**src/rtl/ct_merge_pkg.sv**
```systemverilog
// ---------------------------------------------------------------------------
// ct_merge_pkg
// Shared definitions for the packet-aware round-robin merge node.
//   merge_state_t : arbitration FSM states (free to arbitrate / locked to one
//                   input until its end-of-packet beat transfers)
//   rr_pick()     : round-robin one-hot pick, reusable by other arbiters
// ---------------------------------------------------------------------------
package ct_merge_pkg;

    typedef enum logic [0:0] {
        MS_IDLE   = 1'b0,
        MS_LOCKED = 1'b1
    } merge_state_t;

    // Widest request vector rr_pick() can handle; callers zero-extend into it.
    localparam int unsigned RR_MAX   = 32;
    localparam int unsigned RR_IDX_W = 5;

    // Returns a one-hot grant for the first set bit of valid[n-1:0], searching
    // from (last+1) mod n and wrapping. No valid bit means an all-zero grant.
    function automatic logic [RR_MAX-1:0] rr_pick(
        input logic [RR_MAX-1:0] valid,
        input int unsigned       last,
        input int unsigned       n
    );
        logic [RR_MAX-1:0]   gnt;
        logic [RR_IDX_W-1:0] idx;
        gnt = '0;
        idx = '0;
        for (int unsigned k = 1; k <= RR_MAX; k++) begin
            if (k <= n && gnt == '0) begin
                idx = RR_IDX_W'((last + k) % n);
                if (valid[idx]) begin
                    gnt[idx] = 1'b1;
                end
            end
        end
        return gnt;
    endfunction

endpackage

```
**src/rtl/ct_rr_arb.sv**
```systemverilog
// ---------------------------------------------------------------------------
// ct_rr_arb
// Purely combinational round-robin arbiter.
// Ports:
//   req  [N]          request vector
//   last [clog2(N)]   index of the most recently served requester
//   gnt  [N]          one-hot grant (zero when no request)
// ---------------------------------------------------------------------------
module ct_rr_arb
    import ct_merge_pkg::*;
#(
    parameter int N = 2
) (
    input  logic [N-1:0]                          req,
    input  logic [$clog2((N > 1) ? N : 2)-1:0]    last,
    output logic [N-1:0]                          gnt
);

    // The shared picker works on a fixed wide vector; resize in and out.
    always_comb begin
        gnt = N'(rr_pick(RR_MAX'(req), 32'(last), N));
    end

endmodule

```
**src/rtl/ct_merge_rr.sv**
```systemverilog
// ---------------------------------------------------------------------------
// ct_merge_rr
// Packet-aware merge of NI valid/ready/eop streams onto one output. A new
// round-robin choice is made only at packet boundaries; once a multi-beat
// packet starts, the grant stays on that input until its eop beat transfers.
// An optional single-entry output register (OREG=1) isolates timing.
// Ports:
//   clk, reset         clock, synchronous active-high reset
//   i_data  [NI*WIDTH] input payloads, channel i at [WIDTH*i +: WIDTH]
//   i_valid [NI]       per-channel beat valid
//   i_eop   [NI]       per-channel end-of-packet, qualified by i_valid
//   o_ready [NI]       per-channel accept (at most one bit high)
//   o_valid, o_data, o_eop   merged output beat
//   i_ready            downstream accept
// ---------------------------------------------------------------------------
module ct_merge_rr
    import ct_merge_pkg::*;
#(
    parameter int NI    = 2,
    parameter int WIDTH = 8,
    parameter int OREG  = 1
) (
    input  logic                  clk,
    input  logic                  reset,
    input  logic [NI*WIDTH-1:0]   i_data,
    input  logic [NI-1:0]         i_valid,
    output logic [NI-1:0]         o_ready,
    input  logic [NI-1:0]         i_eop,
    output logic                  o_valid,
    output logic [WIDTH-1:0]      o_data,
    input  logic                  i_ready,
    output logic                  o_eop
);

    localparam int LW = (NI > 1) ? $clog2(NI) : 1;

    merge_state_t     state_q, state_d;
    logic [LW-1:0]    last_q, last_d;
    logic [LW-1:0]    sel_q, sel_d;
    logic [LW-1:0]    gntIdx;
    logic [NI-1:0]    arbGnt;
    logic [NI-1:0]    selOneHot;
    logic [NI-1:0]    grant;
    logic [NI-1:0]    xfer;
    logic             stageReady;
    logic             anyXfer;
    logic             muxEop;
    logic [WIDTH-1:0] muxData;

    ct_rr_arb #(.N(NI)) u_arb (
        .req  (i_valid),
        .last (last_q),
        .gnt  (arbGnt)
    );

    always_comb begin
        selOneHot = '0;
        for (int i = 0; i < NI; i++) begin
            selOneHot[i] = (sel_q == LW'(i));
        end
    end

    // Grant is forced off during reset so no input is accepted in that cycle.
    // While locked the grant ignores the other inputs' valids entirely.
    always_comb begin
        if (reset) begin
            grant = '0;
        end else if (state_q == MS_LOCKED) begin
            grant = selOneHot;
        end else begin
            grant = arbGnt;
        end
    end

    assign o_ready = grant & {NI{stageReady}};
    assign xfer    = o_ready & i_valid;
    assign anyXfer = |xfer;

    // Grant is one-hot, so a priority loop acts as a plain mux.
    always_comb begin
        muxData = '0;
        muxEop  = 1'b0;
        gntIdx  = '0;
        for (int i = 0; i < NI; i++) begin
            if (grant[i]) begin
                muxData = i_data[WIDTH*i +: WIDTH];
                muxEop  = i_eop[i];
                gntIdx  = LW'(i);
            end
        end
    end

    // A single-beat packet leaves the FSM idle but still advances the
    // round-robin pointer; a multi-beat packet locks onto its source.
    always_comb begin
        state_d = state_q;
        sel_d   = sel_q;
        last_d  = last_q;
        if (anyXfer) begin
            if (state_q == MS_IDLE) begin
                if (muxEop) begin
                    last_d = gntIdx;
                end else begin
                    state_d = MS_LOCKED;
                    sel_d   = gntIdx;
                end
            end else if (muxEop) begin
                state_d = MS_IDLE;
                last_d  = sel_q;
            end
        end
    end

    // Pointer resets to NI-1 so input 0 has first priority.
    always_ff @(posedge clk) begin
        if (reset) begin
            state_q <= MS_IDLE;
            last_q  <= LW'(NI - 1);
            sel_q   <= '0;
        end else begin
            state_q <= state_d;
            last_q  <= last_d;
            sel_q   <= sel_d;
        end
    end

    generate
        if (OREG != 0) begin : g_oreg
            logic             full_q, full_d;
            logic             eop_q, eop_d;
            logic [WIDTH-1:0] data_q, data_d;

            // The register can take a new beat when empty or when its current
            // beat leaves this cycle, giving one beat per cycle.
            assign stageReady = !full_q || i_ready;

            always_comb begin
                full_d = full_q;
                data_d = data_q;
                eop_d  = eop_q;
                if (anyXfer) begin
                    full_d = 1'b1;
                    data_d = muxData;
                    eop_d  = muxEop;
                end else if (full_q && i_ready) begin
                    full_d = 1'b0;
                end
            end

            always_ff @(posedge clk) begin
                if (reset) begin
                    full_q <= 1'b0;
                    data_q <= '0;
                    eop_q  <= 1'b0;
                end else begin
                    full_q <= full_d;
                    data_q <= data_d;
                    eop_q  <= eop_d;
                end
            end

            assign o_valid = full_q;
            assign o_data  = data_q;
            assign o_eop   = eop_q;
        end else begin : g_comb
            assign stageReady = i_ready;
            assign o_valid    = |(grant & i_valid);
            assign o_data     = muxData;
            assign o_eop      = muxEop;
        end
    endgenerate

endmodule

```
**config.mk**
```make
export PLATFORM = sky130hd
export DESIGN_NAME = ct_merge_rr
export DESIGN_NICKNAME = d
export VERILOG_FILES = /design/src/rtl/ct_merge_pkg.sv /design/src/rtl/ct_rr_arb.sv /design/src/rtl/ct_merge_rr.sv
export SDC_FILE = /design/constraint.sdc
export NUM_CORES = 1
export LEC_CHECK = 0
export ABC_AREA = 1
export CAP_MARGIN = 15
export CORE_MARGIN = 5
export CORE_UTILIZATION = 35
export CTS_BUF_LIST = sky130_fd_sc_hd__clkbuf_8
export DETAILED_ROUTE_END_ITERATION = 8
export DONT_BUFFER_PORTS = 1
export PLACE_DENSITY = 0.6
export SLEW_MARGIN = 20
export SYNTH_ARGS = -nofsm -noshare
export SYNTH_HDL_FRONTEND = slang
export SYNTH_SLANG_ARGS = --single-unit
```
**constraint.sdc**
```tcl
create_clock -name clk -period 4.2 [get_ports clk]
set_clock_uncertainty 0.2 [all_clocks]
set_input_delay 0.84 -clock clk [delete_from_list [all_inputs] [get_ports clk]]
set_output_delay 0.84 -clock clk [all_outputs]
set_load 0.03 [all_outputs]
```
Word-level counts from Yosys, hierarchy flattened --
Cells that the tools add are included.
Storage, ports and cells: logic and storage cells 52, bits in registers 13, bits of input ports 23, output and inout bits 12
Cells by class: bitwise logic cells 6, reductions and logical operators 10, add/subtract/negate cells 2, $lt $le $gt $ge 4, multiplexer cells 24
Operator list (count):
- logical NOT 32 bit | 1
- two-way mux 8 bit | 2
- two-way mux 1 bit | 15
- less-than comparator 1 x 6 -> 1 bit (second input constant) | 2
- two-way mux 2 bit | 5
- bitwise AND 2 bit | 2
- logical AND 1 bit | 3
- NOT 1 bit | 3
- AND reduction 3 bit | 1
- adder 1 bit (second input constant) | 2
- demux 1 bit (select 1 bit) | 2
- greater-or-equal comparator 1 bit (second input constant) | 2
- bitwise OR 2 bit | 1
- AND reduction 2 bit | 1
- nonzero test 2 bit | 1
- OR reduction 2 bit | 1
- logical NOT 1 bit | 1
- logical OR 1 bit | 1

Longest topological paths before layout --
Gate-level depths: netlist of run 1.
word-level depth 15, depth in mapped cells 10

By module --
A second synthesis of run 1 with hierarchy kept.
Second synthesis, totals: cell total of the unflattened synthesis 98, area total of the unflattened synthesis 671.9 um2
By module, submodules not included:
- ct_merge_rr | cells an instance 93, times used 1, seq. area each 260.2 um2, area each 651.9 um2
- ct_rr_arb | cells an instance 5, times used 1, seq. area each 0.0 um2, area each 20.0 um2

Least setup slack after synthesis of run 1 --
Ideal clock, no wire load.
path type input port to output port, from in reset, to out o_ready[0], arrival 1.621 ns, buffers on the path 1, slack 1.539 ns, required time 3.160 ns, stages 4, path through a21oi_1 > buf_4 > nand2_1 > nor2_1
Between the ends: cells in the longest elaborated chain, start to end 2
RTL lines:
- start: declaration | RTL line ct_merge_rr.sv:24 | input logic reset,
- two-way mux 2 bit | RTL line ct_merge_rr.sv:66 | if (reset) begin
- bitwise AND 2 bit | RTL line ct_merge_rr.sv:75 | assign o_ready = grant & {NI{stageReady}};
- end: declaration | RTL line ct_merge_rr.sv:27 | output logic [NI-1:0] o_ready,
No other way between the ends.

Worst setup path in the final report of run 1 --
from in i_valid[1], to out o_ready[0]
Between the ends: cells in the longest elaborated chain, start to end 9
RTL lines:
- start: declaration | RTL line ct_merge_rr.sv:26 | input logic [NI-1:0] i_valid,
- branches (longest 5 deep; another with logical NOT 32 bit)
- two-way mux 2 bit (*) | RTL line ct_merge_pkg.sv:31 | if (k <= n && gnt == '0) begin
- two-way mux 2 bit (*) | RTL line ct_merge_rr.sv:68 | end else if (state_q == MS_LOCKED) begin
- two-way mux 2 bit (*) | RTL line ct_merge_rr.sv:66
- bitwise AND 2 bit (*) | RTL line ct_merge_rr.sv:75
Mark *: on every way between the ends. The select of a mux whose other input is x is not followed.

==> results of run 1 <==
Yosys cell counts:
cell                       number
sky130_fd_sc_hd__inv_1          7
sky130_fd_sc_hd__nand2_2        4
sky130_fd_sc_hd__a21oi_1        4
sky130_fd_sc_hd__nand3_1       14
sky130_fd_sc_hd__nand2_1       26
sky130_fd_sc_hd__buf_4          1
sky130_fd_sc_hd__clkbuf_2       1
sky130_fd_sc_hd__inv_2          1
sky130_fd_sc_hd__nand4_1        2
sky130_fd_sc_hd__nand3_4        1
sky130_fd_sc_hd__o21ai_1        9
sky130_fd_sc_hd__buf_6          2
sky130_fd_sc_hd__nor2_1        20
sky130_fd_sc_hd__dfxtp_1       13
sky130_fd_sc_hd__o21ai_0        1
registers in the layout, indices dropped and copies added, names as in the netlist:
signal	flops
o_valid	1
sel_q	1
state_q	1
o_eop	1
last_q	1
o_data	8
path summary, 6_finish.rpt:
path	to	slack, ns	cells after the start
min	last_q	0.27	2
max reg2reg	o_data[6]	2.21	7
max	o_ready[0]	1.33	5
min reg2reg	last_q	0.27	2
routing by layer:
layer | vias up | GRT usage, % | routed length (um) | share of wire [%]
met5 | - | 0 | 0 | 0
met4 | 0 | 9.959 | 48 | 2.9
met3 | 5 | 4.632 | 197 | 12
met2 | 29 | 17.93 | 702 | 42
met1 | 287 | 15.63 | 727 | 43
li1 | 342 | - | - | -
logic make-up (layout without fill, tap and decap cells):
kind of cell	Yosys count	after routing	share of synthesized area, %
buffers and inverters	12	13	9.386
AO/OA/AOI/OAI	14	14	10.11
flip-flops	13	13	37.55
AND/OR/NAND/NOR	67	67	42.96
layout make-up:
class,instances,area [sq um]
clock inverter,1,3.754
fill,218,1177
timing repair buffer,1,7.507
multi-input combinational,81,367.9
inverter,8,30.03
tap,27,33.78
clock buffer,3,41.29
sequential,13,260.3
where the power goes:
group	leakage (nW)	internal (mW)	total, mW	switching, mW
sequential	0.107	0.135	0.159	0.0246
combinational	0.248	0.0163	0.0530	0.0366
clock	0.0269	0.0644	0.107	0.0427
metrics by stage:
stage / util (%) / cells / setup slack [ns]
after global routing: 38.74 / 134 / 1.216
after detailed placement: 36.39 / 130 / 1.339
after global placement: 36.39 / 130 / 1.372
after CTS: 38.74 / 134 / 1.336
after floorplan: - / 106 / 1.539
final: 38.74 / 134 / 1.327
worst max-delay path: stages:
cell and delay [ns]:
sky130_fd_sc_hd__inv_1 0.03, sky130_fd_sc_hd__nand2_1 0.04, sky130_fd_sc_hd__nand3_1 0.36, sky130_fd_sc_hd__nand2_1 0.09, sky130_fd_sc_hd__nor2_1 0.47
==> run summary, run 1 <==
clock tree root buffer cell: sky130_fd_sc_hd__clkbuf_8
number of clock buffers inserted by TritonCTS: 3
Critical path origin: i_valid[1]
Max VDD drop: 0.2051 mV
Clock Sink Count: 13
CTS H-tree lvls: 1
Post-Synthesis Cell Area: 693.2 sq um
setup total negative slack: 0 ns
hold path start: last_q
status: complete, no violations
beginning of the worst register-to-register path: state_q
instance count of the mapped netlist: 106
cell types with the largest area share after synthesis: sky130_fd_sc_hd__dfxtp_1 (38%), sky130_fd_sc_hd__nand2_1 (14%), sky130_fd_sc_hd__nor2_1 (11%), sky130_fd_sc_hd__nand3_1 (10%), sky130_fd_sc_hd__o21ai_1 (6.5%)
crit path time final: 2.873 ns
antenna fix cells: 0
data arrival time of the critical path: 1.83 ns
maximum number of pins on one net before global-route repair: 16
post-cts sizing count: 0
power per cell area: 428.7 nW/um^2
count of buffers from port buffering: 0
Post-Syn Nets: 129
detail-routed via count per cell: 4.948
area of the die: 2970 sq um
drt total wl: 1.675 mm
TritonRoute pass-1 iters: 4
commonest cells after routing, fill and taps aside: sky130_fd_sc_hd__nand2_1 (26), sky130_fd_sc_hd__nor2_1 (20), sky130_fd_sc_hd__nand3_1 (14)
global-route usage over all layers: 12.80%
Max Buffers Root-to-Sink: 2
Die H: 54.50 um
Cell variety after synth: 15
cell type contributing the most total cell area after synthesis: sky130_fd_sc_hd__dfxtp_1
most common cell after layout, fill and taps aside: sky130_fd_sc_hd__nand2_1
Max Freq: 348.1 MHz
actual transition at the worst max-transition pin: 0.5734 ns
count of maximum capacitance violations: 0
Pleak: 0.3811 nW
post-detailed-route count of antenna-violating nets: 0
GP Congestion: 0.7886
fraction of the cycle the final worst path needs: 68.40%
via count of the first global-routing pass: 599
standard-cell rows: 16
nets: 131
Critical Path End Type: primary output
number of hold buffers added after cts: 0
die extent in x: 54.50 um
Starting Density: 36.07%
antenna violations before repair: 0
total cell area at the placement stage: 699.4 sq um
share of final-layout standard cells stronger than drive strength 1: 9.346%
placeable core region: 1922 sq um
sequential fraction of the synthesis area: 37.55%
kind of start point of the critical path: input port
clock-pin slew reported for the worst setup and hold paths after clock tree synthesis: 0.05 ns
clock tree from TritonCTS: done
post-layout power: 319.1 uW
final setup violation count: 0
IO Count: 35
cell area after layout: 744.5 sq um
Slew headroom: 61.63%
CP Class: input port to primary output
synthesis warning total: 0
fraction of post-synthesis cell area in the top cell type by area: 37.55%
post-synthesis register bit count: 13
total vias in the final route: 663
post-synthesis to final-layout area growth: 7.401%
synthesized area per cell: 6.539 sq um
Min Hold Slack: 0.2674 ns
number of remaining DRC errors: 0
unrepaired setup endpoints after global routing: false
Clock Latency Late Sink: 0.24 ns
placed wire-length estimate: 1.261 mm
biggest fanout along the worst timing path: 11
class of the tightest hold or removal check: flip-flop to flip-flop
first-pass GRT wire length: 2.628 mm
Post-CTS Setup Repair Bufs: 0
overflow left after global routing: 0
initial DRC count: 7
Max Transition Viols Final: 0
routed length per instance: 12.50 um
final-report hold violation count: 0
critical path data required time: 3.16 ns
No activity file was read; power rests on OpenSTA's default activity.
==> run 2, diff against run 1 <==
==> constraint.sdc (replaced) <==
create_clock -name clk -period 2.8 [get_ports clk]
set_clock_uncertainty 0.2 [all_clocks]
set_input_delay 0.56 -clock clk [delete_from_list [all_inputs] [get_ports clk]]
set_output_delay 0.56 -clock clk [all_outputs]
set_load 0.03 [all_outputs]
==> run 2 against run 1 <==
First-iteration DRC count grew to 2.6 times the previous value. Clock-buffer cell count stayed put. Combinational power is 65% higher. Sequential share of layout area is 1.4 points lower. Die area stayed put. Register-to-register slack worse by 1.2 ns. Via count is 3.8% higher. Non-clock buffer count is 4 higher. Critical endpoint is now o_ready[1].
==> run summary, run 2 (same netlist as run 1, synthesis figures left out) <==
status: complete, no violations
drt total wl: 1.777 mm
antenna fix cells: 0
critical path data required time: 2.04 ns
initial DRC count: 18
placement-stage worst setup slack: 0.6887 ns
post-cts sizing count: 0
crit path time final: 2.186 ns
antenna violations before repair: 0
slack of the critical path: 0.6137 ns
routed length per instance: 12.88 um
Slew headroom: 60.41%
IO Count: 35
overflow left after global routing: 0
via count of the first global-routing pass: 642
Starting Density: 36.07%
setup total negative slack: 0 ns
Max Transition Viols Final: 0
final-report hold violation count: 0
Max VDD drop: 0.3549 mV
global-route usage over all layers: 13.57%
biggest fanout along the worst timing path: 5
fill cell total of the finished layout: 228
power per cell area: 628.3 nW/um^2
GP Congestion: 0.8107
clock-pin slew reported for the worst setup and hold paths after clock tree synthesis: 0.05 ns
TritonRoute pass-1 iters: 4
placeable core region: 1922 sq um
Critical Path End Type: primary output
detail-routed via count per cell: 4.986
CP Cell Sequence: inv_1 -> nand3_1 -> nand2_2 -> nand2_1 -> nor2_1
final setup violation count: 0
cell area after layout: 774.5 sq um
standard-cell rows: 16
first-pass GRT wire length: 2.829 mm
Clock Sink Count: 13
number of remaining DRC errors: 0
total vias in the final route: 688
post-detailed-route count of antenna-violating nets: 0
Max Buffers Root-to-Sink: 2
delay contributed by the slowest stage of the critical path: 0.48 ns
area of the die: 2970 sq um
commonest cells after routing, fill and taps aside: sky130_fd_sc_hd__nand2_1 (26), sky130_fd_sc_hd__nor2_1 (20), sky130_fd_sc_hd__nand3_1 (14)
Die H: 54.50 um
total cell area at the placement stage: 729.5 sq um
fraction of the cycle the final worst path needs: 78.08%
die extent in x: 54.50 um
count of buffers from port buffering: 0
kind of start point of the critical path: flip-flop
number of clock buffers inserted by TritonCTS: 3
Pleak: 0.4004 nW
slowest cell on the critical path: sky130_fd_sc_hd__nor2_1
Max Freq: 457.4 MHz
most common cell after layout, fill and taps aside: sky130_fd_sc_hd__nand2_1
post-synthesis to final-layout area growth: 11.73%
placed wire-length estimate: 1.299 mm
clock tree root buffer cell: sky130_fd_sc_hd__clkbuf_8
Clock Latency Late Sink: 0.24 ns
count of maximum capacitance violations: 0
Post-CTS Setup Repair Bufs: 0
actual transition at the worst max-transition pin: 0.5916 ns
class of the tightest hold or removal check: input port to flip-flop
nets: 135
share of final-layout standard cells stronger than drive strength 1: 12.61%
number of hold buffers added after cts: 0
clock tree from TritonCTS: done
data arrival time of the critical path: 1.43 ns
max reg flops: 8
CTS H-tree lvls: 1
maximum number of pins on one net before global-route repair: 15
post-route core utilization: 40.30%
unrepaired setup endpoints after global routing: false
Min Hold Slack: 0.1790 ns
CP Class: flip-flop to primary output
## run 2: cell types whose count changed in the layout (fill, tap and decap cells not counted)
cell,previous run,this run
sky130_fd_sc_hd__buf_4,1,5
## run 2: per-stage QoR
| step | power, mW | std cells |
|---|---|---|
| 2_1_floorplan | 0.3124 | 106 |
| 3_3_place_gp | 0.3280 | 134 |
| 3_5_place_dp | 0.3303 | 134 |
| 4_1_cts | 0.4913 | 138 |
| 5_1_grt | 0.5165 | 138 |
| 6_report | 0.4866 | 138 |
## run 2: cell type report
type	instances	area (sq um)	area share, %
inverter	8	30.03	3.877
sequential	13	260.3	33.60
clock inverter	1	3.754	0.4847
multi-input combinational	81	367.9	47.50
tap	27	33.78	4.362
clock buffer	3	41.29	5.331
timing repair buffer	5	37.54	4.847
## run 2: power by group
| part | internal (mW) | leakage (nW) | switching [mW] |
|---|---|---|---|
| logic | 0.0303 | 0.267 | 0.0568 |
| clock network | 0.0967 | 0.0269 | 0.0642 |
| registers | 0.202 | 0.107 | 0.0368 |
| total | 0.329 | 0.400 | 0.158 |
## run 2: path summary, 6_finish.rpt
path	end	from	depth (start not counted)	slack, ns
worst max-delay path	o_ready[1]	state_q	5	0.61
worst min-delay path	o_eop	reset	1	0.18
worst max register to register	o_data[4]	state_q	7	1.04
worst min register to register	last_q	last_q	2	0.26
## run 2: critical path, delay by kind of cell (launching register included)
kind / cells / cell delay [ns]
flip-flops: 1 / 0.34
AND/OR/NAND/NOR: 4 / 0.74
buffers and inverters: 1 / 0.10
## run 2: metal layers
layer,vias to the layer above,global-route usage (%),part of all wire (%)
li1,350,-,-
met1,301,16.23,42
met2,32,20.32,44
met3,5,5.722,13
met4,0,7.469,1.9
met5,-,0,0
==> run 3, diff against run 2 <==
==> constraint.sdc (replaced) <==
create_clock -name clk -period 2.25 [get_ports clk]
set_clock_uncertainty 0.2 [all_clocks]
set_input_delay 0.45 -clock clk [delete_from_list [all_inputs] [get_ports clk]]
set_output_delay 0.45 -clock clk [all_outputs]
set_load 0.03 [all_outputs]
==> run 3 against run 2 <==
Sequential power rose by 24%. Worst hold slack lost 0.10 ns. Design area rose by 0.97%. Cell count rose by 0.72%. Sequential share of layout area decreased by 0.32 points. Via count is 2.6% lower. Setup slack worse by 0.36 ns. Combinational power grew 25%. Power grew 24%. First-iteration DRC count increased by 17%. Routed wire length fell by 3.4%. Largest cell class unchanged. Largest power group unchanged. Highest routed layer unchanged.
==> run summary, run 3 (same netlist as run 1, synthesis figures left out) <==
detail-routed via count per cell: 4.820
placed wire-length estimate: 1.406 mm
IO Count: 35
Die H: 54.50 um
via count of the first global-routing pass: 620
r2r endpoint: o_data[1]
fill cell total of the finished layout: 232
CTS H-tree lvls: 1
combinational share of power: 18.2%
area of the die: 2970 sq um
drt total wl: 1.716 mm
clock tree root buffer cell: sky130_fd_sc_hd__clkbuf_8
post-route core utilization: 40.69%
overflow left after global routing: 0
Max Freq: 502.1 MHz
biggest fanout along the worst timing path: 7
Pleak: 0.4057 nW
number of hold buffers added after cts: 0
Post-CTS Setup Repair Bufs: 0
final setup violation count: 0
post-detailed-route count of antenna-violating nets: 0
Internal Dissipation: 409.9 uW
number of remaining DRC errors: 0
class of the tightest hold or removal check: input port to flip-flop
most common cell after layout, fill and taps aside: sky130_fd_sc_hd__nand2_1
status: complete, no violations
Slew headroom: 76.27%
power per cell area: 768.8 nW/um^2
switching component of the power: 191.4 uW
total vias in the final route: 670
number of standard cells in the layout, taps in and fillers out: 139
Critical Path End Type: primary output
final-report hold violation count: 0
count of maximum capacitance violations: 0
Critical Path End: o_ready[0]
max reg flops: 8
share of final-layout standard cells stronger than drive strength 1: 13.39%
TritonRoute pass-1 iters: 4
commonest cells after routing, fill and taps aside: sky130_fd_sc_hd__nand2_1 (26), sky130_fd_sc_hd__nor2_1 (20), sky130_fd_sc_hd__nand3_1 (14)
Sequential Power Share: 49.4%
Switching Share: 31.83%
GP Congestion: 0.8754
crit path time final: 1.992 ns
routed length per instance: 12.35 um
count of buffers from port buffering: 0
standard-cell rows: 16
post-synthesis to final-layout area growth: 12.82%
antenna fix cells: 0
Critical path origin: state_q
clock tree from TritonCTS: done
number of clock buffers inserted by TritonCTS: 3
critical path data required time: 1.60 ns
setup total negative slack: 0 ns
Max Transition Viols Final: 0
initial DRC count: 21
nets: 136
Max VDD drop: 0.4375 mV
first-pass GRT wire length: 2.718 mm
clock-pin slew reported for the worst setup and hold paths after clock tree synthesis: 0.05 ns
die extent in x: 54.50 um
Max Buffers Root-to-Sink: 2
portion of total power attributed to the clock network: 32.4%
data arrival time of the critical path: 1.34 ns
Starting Density: 36.07%
antenna violations before repair: 0
unrepaired setup endpoints after global routing: false
Clock Latency Late Sink: 0.24 ns
number of placed cells counting well taps: 135
post-cts sizing count: 0
Clock Sink Count: 13
global-route usage over all layers: 12.95%
placeable core region: 1922 sq um
actual transition at the worst max-transition pin: 0.3555 ns
maximum number of pins on one net before global-route repair: 15
CP Class: flip-flop to primary output
beginning of the worst register-to-register path: state_q
worst reg-to-reg setup slack: 0.47 ns
number of cells traversed by the worst register-to-register path: 7
kind of start point of the critical path: flip-flop
fraction of the cycle the final worst path needs: 88.51%
[run 3: worst max-delay path, stage by stage, from the launching register on]
cell                      delay, ns
sky130_fd_sc_hd__dfxtp_1       0.37
sky130_fd_sc_hd__inv_1         0.10
sky130_fd_sc_hd__nand3_1       0.26
sky130_fd_sc_hd__nand2_1       0.08
sky130_fd_sc_hd__nor2_1        0.11
sky130_fd_sc_hd__buf_4         0.17
[run 3: worst min path at each step]
| stage | startpoint | end | cells after the start |
|---|---|---|---|
| 3_5_place_dp | last_q | last_q | 2 |
| 2_1_floorplan | last_q | last_q | 2 |
| 4_1_cts | reset | o_eop | 1 |
| 6_report | reset | o_eop | 1 |
| 5_1_grt | reset | o_eop | 1 |
| 3_3_place_gp | last_q | last_q | 2 |
[run 3: area by class of cell]
cell class / instances / area [sq um] / area share, %
multi-input cells: 81 / 367.9 / 47.04
flip-flops and latches: 13 / 260.3 / 33.28
repair buffers: 6 / 45.04 / 5.760
inverters: 8 / 30.03 / 3.840
clock inverters: 1 / 3.754 / 0.4800
well taps: 27 / 33.78 / 4.320
clock buffers: 3 / 41.29 / 5.280
[run 3: stage by stage]
stage / setup WS (ns) / hold slack (ns) / instance area [sq um] / total power [mW]
2_1_floorplan: 0.3688 / 0.2287 / 693.2 / 0.3887
3_3_place_gp: 0.4749 / 0.2664 / 737.0 / 0.4108
3_5_place_dp: 0.4512 / 0.2644 / 737.0 / 0.4120
4_1_cts: 0.2659 / 0.07627 / 782.0 / 0.6084
5_1_grt: 0.1289 / 0.06463 / 782.0 / 0.6412
6_report: 0.2585 / 0.07757 / 782.0 / 0.6012
[run 3: power groups by stage]
stage	combinational (mW)	clock (mW)	sequential, mW
after detailed placement	0.109	0	0.303
final	0.109	0.195	0.297
after CTS	0.110	0.200	0.298
after floorplan	0.0912	0	0.298
after global placement	0.108	0	0.303
after global routing	0.124	0.217	0.300
[run 3: layer usage]
metal	GRT usage [%]	vias up	part of all wire, %
li1	-	352	-
met1	15.88	285	42
met2	19.72	31	45
met3	4.905	2	12
met4	6.224	0	0.99
met5	0	-	0
